===== config.mk =====
export PLATFORM = sky130hd
export DESIGN_NAME = lsu
export DESIGN_NICKNAME = d
export VERILOG_FILES = /design/src/rtl/lsu.sv
export SDC_FILE = /design/constraint.sdc
export NUM_CORES = 1
export LEC_CHECK = 0
export ABC_AREA = 1
export BUFFER_PORTS_ARGS = -buffer_cell sky130_fd_sc_hd__buf_2
export CORE_ASPECT_RATIO = 0.9
export CORE_MARGIN = 8
export CORE_UTILIZATION = 53
export DETAILED_ROUTE_END_ITERATION = 16
export PLACE_DENSITY = 0.86
export SLEW_MARGIN = 20
export SYNTH_ARGS = -nofsm -noshare
export SYNTH_HDL_FRONTEND = slang
export SYNTH_SLANG_ARGS = --single-unit

===== constraint.sdc =====
create_clock -name clk -period 6.4 [get_ports clk]
set_input_delay 1.28 -clock clk [delete_from_list [all_inputs] [get_ports clk]]
set_output_delay 1.28 -clock clk [all_outputs]
set_load 0.005 [all_outputs]

===== src/rtl/lsu.sv =====
// Load/store unit: one outstanding memory access, with byte-lane steering and load extension.
// Optional macro LSU_MISALIGN_CHECK_EN traps misaligned half/word accesses.
module lsu #(
    parameter int XLEN = 32
) (
    input  logic            clk,
    input  logic            rst,
    input  logic            req_valid,
    input  logic            load,
    input  logic            store,
    input  logic [2:0]      funct3,
    input  logic [XLEN-1:0] addr,
    input  logic [XLEN-1:0] wdata,
    output logic            req_ready,
    output logic            stall,
    output logic            mem_valid,
    output logic [XLEN-1:0] mem_addr,
    output logic            mem_wen,
    output logic [3:0]      mem_wmask,
    output logic [XLEN-1:0] mem_wdata,
    input  logic            mem_ready,
    input  logic            mem_rvalid,
    input  logic [XLEN-1:0] mem_rdata,
    output logic            resp_valid,
    output logic [XLEN-1:0] resp_data,
    output logic            misalign
);

    typedef enum logic [1:0] {
        IDLE = 2'd0,
        REQ  = 2'd1,
        WAIT = 2'd2,
        DONE = 2'd3
    } state_t;

    state_t state, state_next;

    logic [XLEN-1:0] addr_q;
    logic [XLEN-1:0] wdata_q;
    logic [2:0]      funct3_q;
    logic            is_store_q;

    logic            accept;
    logic            misaligned_req;
    logic [3:0]      store_mask;
    logic [XLEN-1:0] store_data;
    logic [XLEN-1:0] rdata_shifted;
    logic [XLEN-1:0] load_ext;

    // rst gates accept so stall reads 0 while reset is held with a request pending
    assign accept = (state == IDLE) && req_valid && (load ^ store) && !rst;

`ifdef LSU_MISALIGN_CHECK_EN
    assign misaligned_req = ((funct3[1:0] == 2'b01) && addr[0]) ||
                            (funct3[1] && (addr[1:0] != 2'b00));
`else
    assign misaligned_req = 1'b0;
`endif

    always_ff @(posedge clk or posedge rst) begin
        if (rst) begin
            state <= IDLE;
        end else begin
            state <= state_next;
        end
    end

    always_comb begin
        state_next = state;
        case (state)
            IDLE: begin
                if (accept) begin
                    state_next = misaligned_req ? DONE : REQ;
                end
            end
            REQ: begin
                if (mem_ready) begin
                    state_next = is_store_q ? DONE : WAIT;
                end
            end
            WAIT: begin
                if (mem_rvalid) begin
                    state_next = DONE;
                end
            end
            DONE: begin
                state_next = IDLE;
            end
            default: begin
                state_next = IDLE;
            end
        endcase
    end

    always_ff @(posedge clk or posedge rst) begin
        if (rst) begin
            addr_q     <= '0;
            wdata_q    <= '0;
            funct3_q   <= 3'b000;
            is_store_q <= 1'b0;
        end else if (accept) begin
            addr_q     <= addr;
            wdata_q    <= wdata;
            funct3_q   <= funct3;
            is_store_q <= store;
        end
    end

    always_comb begin
        store_mask = 4'b1111;
        store_data = wdata_q;
        case (funct3_q[1:0])
            2'b00: begin
                store_mask = 4'b0001 << addr_q[1:0];
                store_data = {4{wdata_q[7:0]}};
            end
            2'b01: begin
                store_mask = 4'b0011 << {addr_q[1], 1'b0};
                store_data = {2{wdata_q[15:0]}};
            end
            default: begin
                store_mask = 4'b1111;
                store_data = wdata_q;
            end
        endcase
    end

    assign rdata_shifted = mem_rdata >> {addr_q[1:0], 3'b000};

    always_comb begin
        load_ext = rdata_shifted;
        case (funct3_q)
            3'b000:  load_ext = {{24{rdata_shifted[7]}}, rdata_shifted[7:0]};
            3'b100:  load_ext = {24'd0, rdata_shifted[7:0]};
            3'b001:  load_ext = {{16{rdata_shifted[15]}}, rdata_shifted[15:0]};
            3'b101:  load_ext = {16'd0, rdata_shifted[15:0]};
            default: load_ext = rdata_shifted;
        endcase
    end

    // resp_data only changes when a load completes or a trapped access reports zero
    always_ff @(posedge clk or posedge rst) begin
        if (rst) begin
            resp_data <= '0;
        end else if ((state == WAIT) && mem_rvalid) begin
            resp_data <= load_ext;
        end else if (accept && misaligned_req) begin
            resp_data <= '0;
        end
    end

`ifdef LSU_MISALIGN_CHECK_EN
    logic misalign_q;

    always_ff @(posedge clk or posedge rst) begin
        if (rst) begin
            misalign_q <= 1'b0;
        end else if (accept && misaligned_req) begin
            misalign_q <= 1'b1;
        end else if (state == DONE) begin
            misalign_q <= 1'b0;
        end
    end

    assign misalign = misalign_q;
`else
    assign misalign = 1'b0;
`endif

    // Memory-side outputs are zero outside REQ so reset drops them immediately
    assign req_ready  = (state == IDLE);
    assign stall      = accept || (state == REQ) || (state == WAIT);
    assign mem_valid  = (state == REQ);
    assign mem_addr   = (state == REQ) ? {addr_q[XLEN-1:2], 2'b00} : '0;
    assign mem_wen    = (state == REQ) && is_store_q;
    assign mem_wmask  = ((state == REQ) && is_store_q) ? store_mask : 4'b0000;
    assign mem_wdata  = ((state == REQ) && is_store_q) ? store_data : '0;
    assign resp_valid = (state == DONE);

endmodule


==> results.py <==
metrics = {
    "yosys": {
        "synth_area_leader_cell": "dfrtp_1",
        "synthCells": 756,
        "synth-seq-cells": 102,
        "synth.area.top_cells": "dfrtp_1 (47%), nand2_1 (23%), inv_1 (5.1%)",
        "synth_most_common_cell": "nand2_1",
        "synthDistinctLibCells": 30,
        "yosys_warnings": 0,
        "synth-seq-area-share": 0.466,
        "synth_top_area_share": 0.466,
        "synthArstFlopShare": 1.00,
        "syn_area_sq_mm": 0.00548,
        "synthFlopType": "dfrtp_1",
        "netlist_top_cells_count": "nand2_1 (329), dfrtp_1 (102), inv_1 (74), nor2_1 (45), o21ai_0 (35)",
        "synth_edf_count": 0,
        "postSynthAreaPerCell_sq_um": 7.25,
    },
    "timing": {
        "maxSlewViolCount": 0,
        "maxSlewHeadroom": 0.321,
        "worstMarginPinSlew_ns": 1.02,
        "fin_skew_ns": 0.0101,
        "layout_min_cycle_time_ns": 4.34,
        "setup_violations": 0,
        "rsz0062_at_grt": "false",
        "setup_ws_ns": 2.06,
        "fin_tns_setup_ns": 0,
        "layout_worst_path_cycle_share": 0.679,
        "hold_viol": 0,
        "max_freq_ghz": 0.230,
    },
    "global_routing": {
        "grt_max_degree": 87,
        "grt_pass1_vias": 5371,
        "antenna_found_initial": 4,
        "grt_overflow_total": 0,
        "grt.total_usage": 0.241,
        "grt_pass1_wl_mm": 26.8,
    },
    "place": {
        "io_buffer_count": 208,
        "dp.cells": 1054,
        "gp_congestion": 0.933,
        "dp_hpwl_mm": 12.2,
        "place_ws_ns": 1.99,
    },
    "die": {
        "core_area_sq_mm": 0.0102,
        "top_level_ports": 212,
        "fp.dieW_um": 123,
        "die_y_um": 112,
        "initial_core_util": 0.539,
        "rows": 35,
        "dieArea_sq_mm": 0.0139,
    },
    "power_and_ir_drop": {
        "internal-power_uw": 1790,
        "power_frac_seq": 0.377,
        "p_switching_uw": 1330,
        "powerDensity_mw_per_mm2": 462,
        "ir_worst_vdd_uv": 278,
        "clkPwrFrac": 0.181,
        "p_sw_frac": 0.427,
        "comb_power_share": 0.442,
        "report.power.total_uw": 3130,
        "leakage_uw": 0.00411,
    },
    "final_layout": {
        "drive_gt1_frac": 0.278,
        "fin_cells": 1073,
        "nNetsFinal": 1046,
        "syn_to_final_growth_pct": 23.5,
    },
    "clock_network": {
        "ctsResizeCount": 0,
        "hold_buffers": 0,
        "post_cts_buffers": 0,
        "clkLatencyLatePin_ns": 0.35,
        "h-tree-depth": 3,
        "cts-root-buf": "clkbuf_16",
        "clkTransAtPathRegs_ns": 0.08,
        "cts_made_buffers": 9,
        "clock_path_buffers": 2,
        "cts.sinks": 102,
        "cts_tree": "done",
    },
    "worst_setup_path": {
        "timing.rr.start": "state[1]",
        "crit_type": "reg -> out",
        "r2r-end": "state[0]",
        "arrival_ns": 3.06,
        "required_ns": 5.12,
        "reg2reg_depth": 8,
        "cp_max_fo": 33,
        "r2r_slack_ns": 3.81,
        "cp-end-kind": "output port",
        "crit_path_start_kind": "register",
    },
    "routing": {
        "drc": 0,
        "wl_per_cell_um": 15.7,
        "routed_wl_mm": 16.9,
        "routed_via_density": 5.15,
        "vias": 5524,
        "final_antenna_net_count": 0,
        "firstDrtPassIters": 5,
        "drt_iter0_drc": 614,
    },
    "worst_hold_path": {
        "whs_endpoint": "addr_q[22]",
        "whs_path_depth": 2,
        "hp-class": "reg -> reg",
        "min-delay-start": "addr_q[22]",
    },
    "job": {
        "cap_violations": 0,
    },
    "status": {
        "status": "completed",
    },
}
-- cell families after synthesis --
family	share of synthesized area
AND/OR/NAND/NOR	0.336
buffers and inverters	0.103
flip-flops	0.466
AO/OA/AOI/OAI	0.0845
adder cells (fa/ha/maj)	0.00913
XOR/XNOR	0.00160
other	0.000684
-- layout make-up --
class	count	area, sq um
clock buffers	10	229
repair buffers	212	1070
inverters	77	294
flip-flops and latches	102	2550
diodes	3	7.51
well taps	129	161
multi-input cells	534	2380
fillers	886	3390
clock inverters	6	75.1
-- how the worst max path moves through the flow --
stage | startpoint | end | slack, ns | cells past startpoint
after floorplan | rst | addr_q[0] | 2.44 | 1
after global placement | state[1] | mem_wmask[0] | 2.18 | 7
after detailed placement | state[1] | mem_wmask[1] | 1.99 | 7
after CTS | state[1] | mem_wmask[1] | 1.58 | 7
after global routing | state[1] | mem_wdata[12] | 1.84 | 7
final | state[1] | mem_wdata[11] | 2.06 | 7
-- per-layer routing --
layer  vias to the layer above  global-route usage  wire [um]
li1                       2676                   -          -
met1                      2522               0.299       6770
met2                       280               0.378       7790
met4                         4              0.0946        481
met5                         -                   0         22
met3                        42              0.0808       1810
-- power by group through the flow --
stage / sequential, uW / combinational [uW] / clock, uW
floorplan: 1110 / 991 / 0
global placement: 1180 / 1350 / 0
detailed placement: 1180 / 1380 / 0
CTS: 1180 / 1390 / 576
global route: 1220 / 1560 / 597
finish: 1180 / 1380 / 568
-- metrics by stage --
step	utilization	instance area (sq um)	hold slack, ns
2_1_floorplan	-	5490	0.442
3_3_place_gp	0.635	6450	0.460
3_5_place_dp	0.635	6450	0.465
4_1_cts	0.665	6760	0.485
5_1_grt	0.666	6770	0.500
6_report	0.666	6770	0.483
-- critical path: stages, from the launching register on --
cell and delay [ns]:
dfrtp_1 0.43, inv_1 0.10, ha_2 0.59, nand2_1 0.45, inv_1 0.55, o21ai_0 0.26, a21oi_1 0.18, buf_2 0.14
-- cell usage in the layout (no fill, tap or decap), types with 3 or more instances in the layout --
master / instances
clkbuf_16: 9
o21ai_0: 35
nand3_1: 31
nand3_2: 5
a21oi_1: 32
a31oi_1: 9
ha_1: 3
conb_1: 3
o22ai_1: 9
or2_2: 16
nor2_4: 3
inv_1: 73
dfrtp_1: 102
nor2_1: 45
diode_2: 3
nand2_1: 328
buf_2: 208
inv_6: 3
buf_4: 4
-- registers in the layout (all words and copies together) (netlist names) --
| signal | flops |
|---|---|
| addr_q | 32 |
| funct3_q | 3 |
| is_store_q | 1 |
| resp_data | 32 |
| state | 2 |
| wdata_q | 32 |
No activity file was read; power rests on OpenSTA's default activity.
